<file path="src/rtl/key_conditioner_pkg.sv">
// Board-level constants and shared types for the key conditioner.
// Contents:
//   CLK_FREQ_HZ           board clock frequency everything is derived from
//   KEYS_W                number of board push-buttons
//   DEBOUNCE_CYCLES_DEF   10 ms of clk_i
//   REPEAT_DELAY_DEF      300 ms hold before first auto-repeat
//   REPEAT_PERIOD_DEF     50 ms between auto-repeats
//   rep_state_e           per-key auto-repeat FSM states
//   max2()                elaboration-time helper for counter sizing
package key_conditioner_pkg;

    localparam int CLK_FREQ_HZ         = 50_000_000;
    localparam int KEYS_W              = 4;
    localparam int DEBOUNCE_CYCLES_DEF = CLK_FREQ_HZ / 100;
    localparam int REPEAT_DELAY_DEF    = (CLK_FREQ_HZ / 10) * 3;
    localparam int REPEAT_PERIOD_DEF   = CLK_FREQ_HZ / 20;

    typedef enum logic [1:0] {
        REP_IDLE   = 2'd0,
        REP_DELAY  = 2'd1,
        REP_REPEAT = 2'd2,
        REP_HOLD   = 2'd3
    } rep_state_e;

    function automatic int max2(input int a, input int b);
        return (a > b) ? a : b;
    endfunction

endpackage

</file>
<file path="src/rtl/key_debounce.sv">
// Single-key conditioner: two-flop synchronizer, polarity normalisation,
// debouncer, press/release pulses and auto-repeat pulse stream.
// Ports:
//   clk_i, rst_ni  clock, asynchronous active-low reset
//   raw            raw asynchronous button pin
//   level          debounced level, 1 = held
//   press, rel     one-cycle pulses aligned with the first cycle of a new level
//   rpt            pulse on press, then auto-repeat pulses while held
module key_debounce
    import key_conditioner_pkg::*;
#(
    parameter bit ACTIVE_LOW      = 1'b1,
    parameter int DEBOUNCE_CYCLES = DEBOUNCE_CYCLES_DEF,
    parameter int REPEAT_DELAY    = REPEAT_DELAY_DEF,
    parameter int REPEAT_PERIOD   = REPEAT_PERIOD_DEF
) (
    input  logic clk_i,
    input  logic rst_ni,
    input  logic raw,
    output logic level,
    output logic press,
    output logic rel,
    output logic rpt
);

    if (DEBOUNCE_CYCLES < 1) begin : g_bad_debounce
        $error("DEBOUNCE_CYCLES must be >= 1");
    end
    if (REPEAT_PERIOD < 1) begin : g_bad_period
        $error("REPEAT_PERIOD must be >= 1");
    end

    localparam int DB_W = $clog2(DEBOUNCE_CYCLES) + 1;
    localparam int RC_W = $clog2(max2(REPEAT_DELAY, REPEAT_PERIOD)) + 1;
    localparam logic [DB_W-1:0] DB_LAST     = DB_W'(DEBOUNCE_CYCLES - 1);
    localparam logic [RC_W-1:0] DELAY_LAST  = RC_W'((REPEAT_DELAY > 0) ? REPEAT_DELAY - 1 : 0);
    localparam logic [RC_W-1:0] PERIOD_LAST = RC_W'(REPEAT_PERIOD - 1);
    // Sync flops come out of reset at the released pin level so no phantom press.
    localparam logic IDLE_LVL = ACTIVE_LOW;

    logic [1:0]      sync;
    logic            s;
    logic [DB_W-1:0] db_cnt;
    logic            toggle, press_evt, rel_evt;

    always_ff @(posedge clk_i or negedge rst_ni) begin
        if (!rst_ni) sync <= {2{IDLE_LVL}};
        else         sync <= {sync[0], raw};
    end

    assign s = ACTIVE_LOW ? ~sync[1] : sync[1];

    assign toggle    = (s != level) && (db_cnt == DB_LAST);
    assign press_evt = toggle & ~level;
    assign rel_evt   = toggle & level;

    // Any cycle of agreement clears the count, so a glitch restarts debounce.
    always_ff @(posedge clk_i or negedge rst_ni) begin
        if (!rst_ni) begin
            level  <= 1'b0;
            db_cnt <= '0;
            press  <= 1'b0;
            rel    <= 1'b0;
        end else begin
            press <= press_evt;
            rel   <= rel_evt;
            if (s == level || toggle) db_cnt <= '0;
            else                      db_cnt <= db_cnt + 1'b1;
            if (toggle) level <= ~level;
        end
    end

    // Auto-repeat FSM
    rep_state_e      state, state_nxt;
    logic [RC_W-1:0] rcnt, rcnt_nxt;
    logic            fire;

    always_ff @(posedge clk_i or negedge rst_ni) begin
        if (!rst_ni) begin
            state <= REP_IDLE;
            rcnt  <= '0;
            rpt   <= 1'b0;
        end else begin
            state <= state_nxt;
            rcnt  <= rcnt_nxt;
            rpt   <= fire;
        end
    end

    always_comb begin
        state_nxt = state;
        if (rel_evt) begin
            state_nxt = REP_IDLE;
        end else begin
            case (state)
                REP_IDLE:  if (press_evt) state_nxt = (REPEAT_DELAY == 0) ? REP_HOLD : REP_DELAY;
                REP_DELAY: if (rcnt == DELAY_LAST) state_nxt = REP_REPEAT;
                default:   state_nxt = state;
            endcase
        end
    end

    // Release wins over a repeat due on the same edge.
    always_comb begin
        fire     = 1'b0;
        rcnt_nxt = rcnt + 1'b1;
        if (rel_evt) begin
            rcnt_nxt = '0;
        end else begin
            case (state)
                REP_IDLE: begin
                    fire     = press_evt;
                    rcnt_nxt = '0;
                end
                REP_DELAY: if (rcnt == DELAY_LAST) begin
                    fire     = 1'b1;
                    rcnt_nxt = '0;
                end
                REP_REPEAT: if (rcnt == PERIOD_LAST) begin
                    fire     = 1'b1;
                    rcnt_nxt = '0;
                end
                default: rcnt_nxt = '0;
            endcase
        end
    end

endmodule

</file>
<file path="src/rtl/key_conditioner.sv">
// Conditions raw board push-buttons for the game logic: one independent
// key_debounce per key, outputs all active-high.
// Ports:
//   clk_i       system clock (game_logic clock)
//   rst_ni      asynchronous reset, active-low
//   keys_raw_i  raw asynchronous button pins
//   keys_o      debounced level, 1 = held
//   press_o     one-cycle pulse when keys_o rises
//   release_o   one-cycle pulse when keys_o falls
//   repeat_o    pulse on press, then auto-repeat pulses while held
module key_conditioner
    import key_conditioner_pkg::*;
#(
    parameter int N_KEYS          = KEYS_W,
    parameter bit KEYS_ACTIVE_LOW = 1'b1,
    parameter int DEBOUNCE_CYCLES = DEBOUNCE_CYCLES_DEF,
    parameter int REPEAT_DELAY    = REPEAT_DELAY_DEF,
    parameter int REPEAT_PERIOD   = REPEAT_PERIOD_DEF
) (
    input  logic              clk_i,
    input  logic              rst_ni,
    input  logic [N_KEYS-1:0] keys_raw_i,
    output logic [N_KEYS-1:0] keys_o,
    output logic [N_KEYS-1:0] press_o,
    output logic [N_KEYS-1:0] release_o,
    output logic [N_KEYS-1:0] repeat_o
);

    for (genvar k = 0; k < N_KEYS; k++) begin : g_key
        key_debounce #(
            .ACTIVE_LOW      (KEYS_ACTIVE_LOW),
            .DEBOUNCE_CYCLES (DEBOUNCE_CYCLES),
            .REPEAT_DELAY    (REPEAT_DELAY),
            .REPEAT_PERIOD   (REPEAT_PERIOD)
        ) u_key (
            .clk_i  (clk_i),
            .rst_ni (rst_ni),
            .raw    (keys_raw_i[k]),
            .level  (keys_o[k]),
            .press  (press_o[k]),
            .rel    (release_o[k]),
            .rpt    (repeat_o[k])
        );
    end

endmodule

</file>
<file path="config.mk">
export PLATFORM = sky130hd
export DESIGN_NAME = key_conditioner
export DESIGN_NICKNAME = d
export VERILOG_FILES = /design/src/rtl/key_conditioner_pkg.sv /design/src/rtl/key_debounce.sv /design/src/rtl/key_conditioner.sv
export SDC_FILE = /design/constraint.sdc
export NUM_CORES = 1
export LEC_CHECK = 0
export ABC_AREA = 1
export ABC_CLOCK_PERIOD_IN_PS = 2100
export CAP_MARGIN = 40
export CORE_MARGIN = 2
export CORE_UTILIZATION = 35
export CTS_CLUSTER_SIZE = 28
export DETAILED_ROUTE_END_ITERATION = 16
export PLACE_DENSITY = 0.51
export SYNTH_ARGS = -nofsm -noshare
export SYNTH_HDL_FRONTEND = slang
export SYNTH_SLANG_ARGS = --single-unit
</file>
<file path="constraint.sdc">
create_clock -name clk_i -period 2.1 [get_ports clk_i]
set_clock_uncertainty 0.15 [all_clocks]
set_input_delay 0.42 -clock clk_i [delete_from_list [all_inputs] [get_ports clk_i]]
set_output_delay 0.42 -clock clk_i [all_outputs]
set_load 0.005 [all_outputs]
</file>
==> results.toml <==
[synth]
syn_inst = 1644
synth.net_count = 1674
synthTopCellsByCount = "316 x nor2_1, 294 x nand2_1, 243 x inv_1"
yosys.area.top_type = "dfrtp_1"
ys_ff_latch = 212
synth_top_area_share_pct = 41.8
yosys_warnings = 0
synth_enable_flop_cells = 0
synth_area_leaders = "dfrtp_1 42%, nor2_1 9.7%, nand2_1 9.0%, inv_1 7.5%, xor2_1 5.4%"
synthDistinctLibCells = 36
synth_area_per_cell_sq_um = 7.42
synth_area_sq_um = 12200
seq_area_frac_synth_pct = 43.6
yosys.cell_count.top_type = "nor2_1"
synthFlopType = "dfrtp_1"
async_reset_ff_share_pct = 100

[timing]
tns_ps = 0
slew_headroom_pct = 66.1
fin_crit_ps = 2040
fmax_mhz = 491
maxSlewViolCount = 0
worstMarginPinSlew_ps = 504
setup_violations = 0
hold_violations = 0
period_share_pct = 97.0
rsz0062_at_grt = "yes"

[critical_path]
worstRegToRegCells = 9
cpPeakStageDelay_ps = 520
crit_arrival_ps = 1470
critical_path.top_delay_family = "buffers and inverters"
end_kind = "output pin"
reg2reg_from = "g_key[1].u_key.db_cnt[0]$_DFF_PN0_"
path_cells = "clkdlybuf4s50_1"
path_buf_inv = 1
required_ps = 1530
slowest_stage = "clkdlybuf4s50_1"
worst_setup_path_start_kind = "flop"
path_class = "flop to output pin"
cp_max_fo = 3
rrSetupSlack_ps = 120
rr_endpoint = "g_key[1].u_key.db_cnt[6]$_DFF_PN0_"

[grt]
grt_max_degree = 43
grt_use_total_pct = 15.7
antenna_found_initial = 0
grt_pass1_vias = 10100
grt-ovfl-total = 0
grt_pass1_wl_um = 47900

[power_and_ir_drop]
p_total_w = 0.00924
ir_worst_vdd_mv = 0.533
leakage_nw = 6.19
power.density_nw_per_um2 = 647

[layout]
final_core_util_pct = 41.4
finalNonFillerCells = 2181
layout.nets = 1736
drive_gt1_share_pct = 9.44
synthToLayoutAreaGrowth_pct = 17.0
n_antenna_cell = 0
fillers = 3610
final_area_sq_um = 14300

[routing]
wirelength_um = 27800
drc = 0
drtIter0Drc = 635
first_pass_iters = 7
vias = 10300
viasPerCell = 4.72
wl_per_cell_um = 12.7
ant_nets = 0

[min_path]
whs_endpoint = "g_key[0].u_key.sync[0]$_DFF_PN1_"
hold_path.class = "primary input to flop"
min_from = "keys_raw_i[0]"
hold_depth = 1

[clocking]
cts_sinks = 212
cts-root-buf = "clkbuf_16"
clkLatencyLatePin_ps = 540
htreeDepth = 1
clk_path_buf_depth = 3
tritoncts = "built"
cts_buffers = 27
clk_pin_slew_ps = 60

[die]
die_area_sq_um = 36400
ioPinCount = 22
initial_core_util_pct = 35.4
die_h_um = 191
chipWidth_um = 191
coreArea_sq_um = 34500
num_rows = 68

[run_status]
status = "completed"

[placement]
place_area_sq_um = 13100
placed_cells = 2122
dp_hpwl_um = 20500
io_buffers = 21
globalplace.congestion = 0.857

[run]
max_cap_viol_count = 0
final cells by class:
class                   instances  area, sq um  area share [%]
well taps                     455          569            3.99
clock buffers                  36          790            5.53
inverters                     250          938            6.57
flip-flops and latches        212         5320            37.3
clock inverters                13          170            1.19
multi-input cells            1151         5830            40.9
repair buffers                 64          653            4.58
worst register-to-register path: stages, from the launching register on:
cell and delay [ps]:
dfrtp_1 410, ha_1 240, nand3_1 140, inv_1 80
nand4_1 110, nor2_2 70, nor2_1 220, clkinv_1 130
buf_4 180, nor3_1 160
report_power, final:
| group | leakage [nW] | switching [W] | internal, W | total, W |
|---|---|---|---|---|
| logic | 2.79 | 0.000143 | 0.0000683 | 0.000212 |
| clock network | 0.476 | 0.00178 | 0.00311 | 0.00489 |
| registers | 2.92 | 0.0000220 | 0.00412 | 0.00414 |
| total | 6.19 | 0.00194 | 0.00730 | 0.00924 |
worst max path at each step:
stage                                        from                             endpoint  slack (ps)  depth (start not counted)
2_1_floorplan    g_key[3].u_key.rcnt[0]$_DFF_PN0_    g_key[3].u_key.rcnt[12]$_DFF_PN0_         310                         11
3_3_place_gp     g_key[1].u_key.rcnt[0]$_DFF_PN0_    g_key[1].u_key.rcnt[23]$_DFF_PN0_          90                         10
3_5_place_dp   g_key[1].u_key.db_cnt[0]$_DFF_PN0_     g_key[1].u_key.rcnt[6]$_DFF_PN0_          10                         10
4_1_cts          g_key[1].u_key.level$_DFFE_PN0N_                            keys_o[1]           6                          1
5_1_grt        g_key[1].u_key.db_cnt[0]$_DFF_PN0_  g_key[1].u_key.db_cnt[14]$_DFF_PN0_         -60                          8
6_report         g_key[1].u_key.level$_DFFE_PN0N_                            keys_o[1]          60                          1
what timing repair did:
| action | in CTS | in global routing |
|---|---|---|
| resized for setup | 3 | 30 |
| gates cloned | 0 | 2 |
| pin swaps | 0 | 1 |
| setup endpoints to repair | 4 | 119 |
| hold endpoints to repair | 182 | 0 |
| hold buffers | 1 | 0 |
| setup buffers | 1 | 6 |
layer usage:
metal  wire, um  GRT usage, %  vias to the layer above  share of wire, %
met1      13800          22.0                     4777                50
met4        580          3.94                        0               2.1
met2      12500          25.4                      135                45
met3        939          2.63                       41               3.4
li1           -             -                     5340                 -
met5          0             0                        -                 0
registers in the layout (all words and copies together), names as in the netlist:
signal and count:
g_key.u_key.rel 4, g_key.u_key.press 4, g_key.u_key.state 8, g_key.u_key.rcnt 100, g_key.u_key.rpt 4, g_key.u_key.db_cnt 80
g_key.u_key.level 4, g_key.u_key.sync 8
per-stage QoR:
step	worst slack [ps]	hold WS, ps
CTS	6.03	105
detailed placement	10.4	193
global placement	85.7	191
floorplan	314	-25.6
finish	63.9	134
global route	-57.4	105
cell usage in the layout (no fill, tap or decap), types with 3 or more instances in the layout:
| cell | count |
|---|---|
| a21oi_1 | 49 |
| buf_12 | 9 |
| buf_4 | 33 |
| bufinv_16 | 4 |
| clkbuf_16 | 27 |
| clkbuf_8 | 8 |
| clkdlybuf4s50_1 | 20 |
| clkinv_2 | 7 |
| dfrtp_1 | 202 |
| dfstp_2 | 8 |
| ha_1 | 21 |
| inv_1 | 243 |
| inv_2 | 6 |
| nand2_1 | 292 |
| nand2_2 | 6 |
| nand2_4 | 3 |
| nand3_1 | 118 |
| nand3_2 | 6 |
| nand3b_1 | 4 |
| nand4_1 | 64 |
| nor2_1 | 305 |
| nor2_2 | 19 |
| nor2_4 | 6 |
| nor3_1 | 90 |
| nor3_2 | 6 |
| nor3b_1 | 4 |
| nor4_1 | 3 |
| o21a_1 | 3 |
| o21ai_0 | 54 |
| xnor2_1 | 8 |
| xor2_1 | 75 |
cells by family after synthesis:
kind of cell    synth area share, %
compound gates                 4.74
simple gates                   33.6
fa+ha+maj                      2.46
flops                          43.6
xor+xnor                       5.96
buf+inv                        9.68
(Power assumes the default switching activity.)
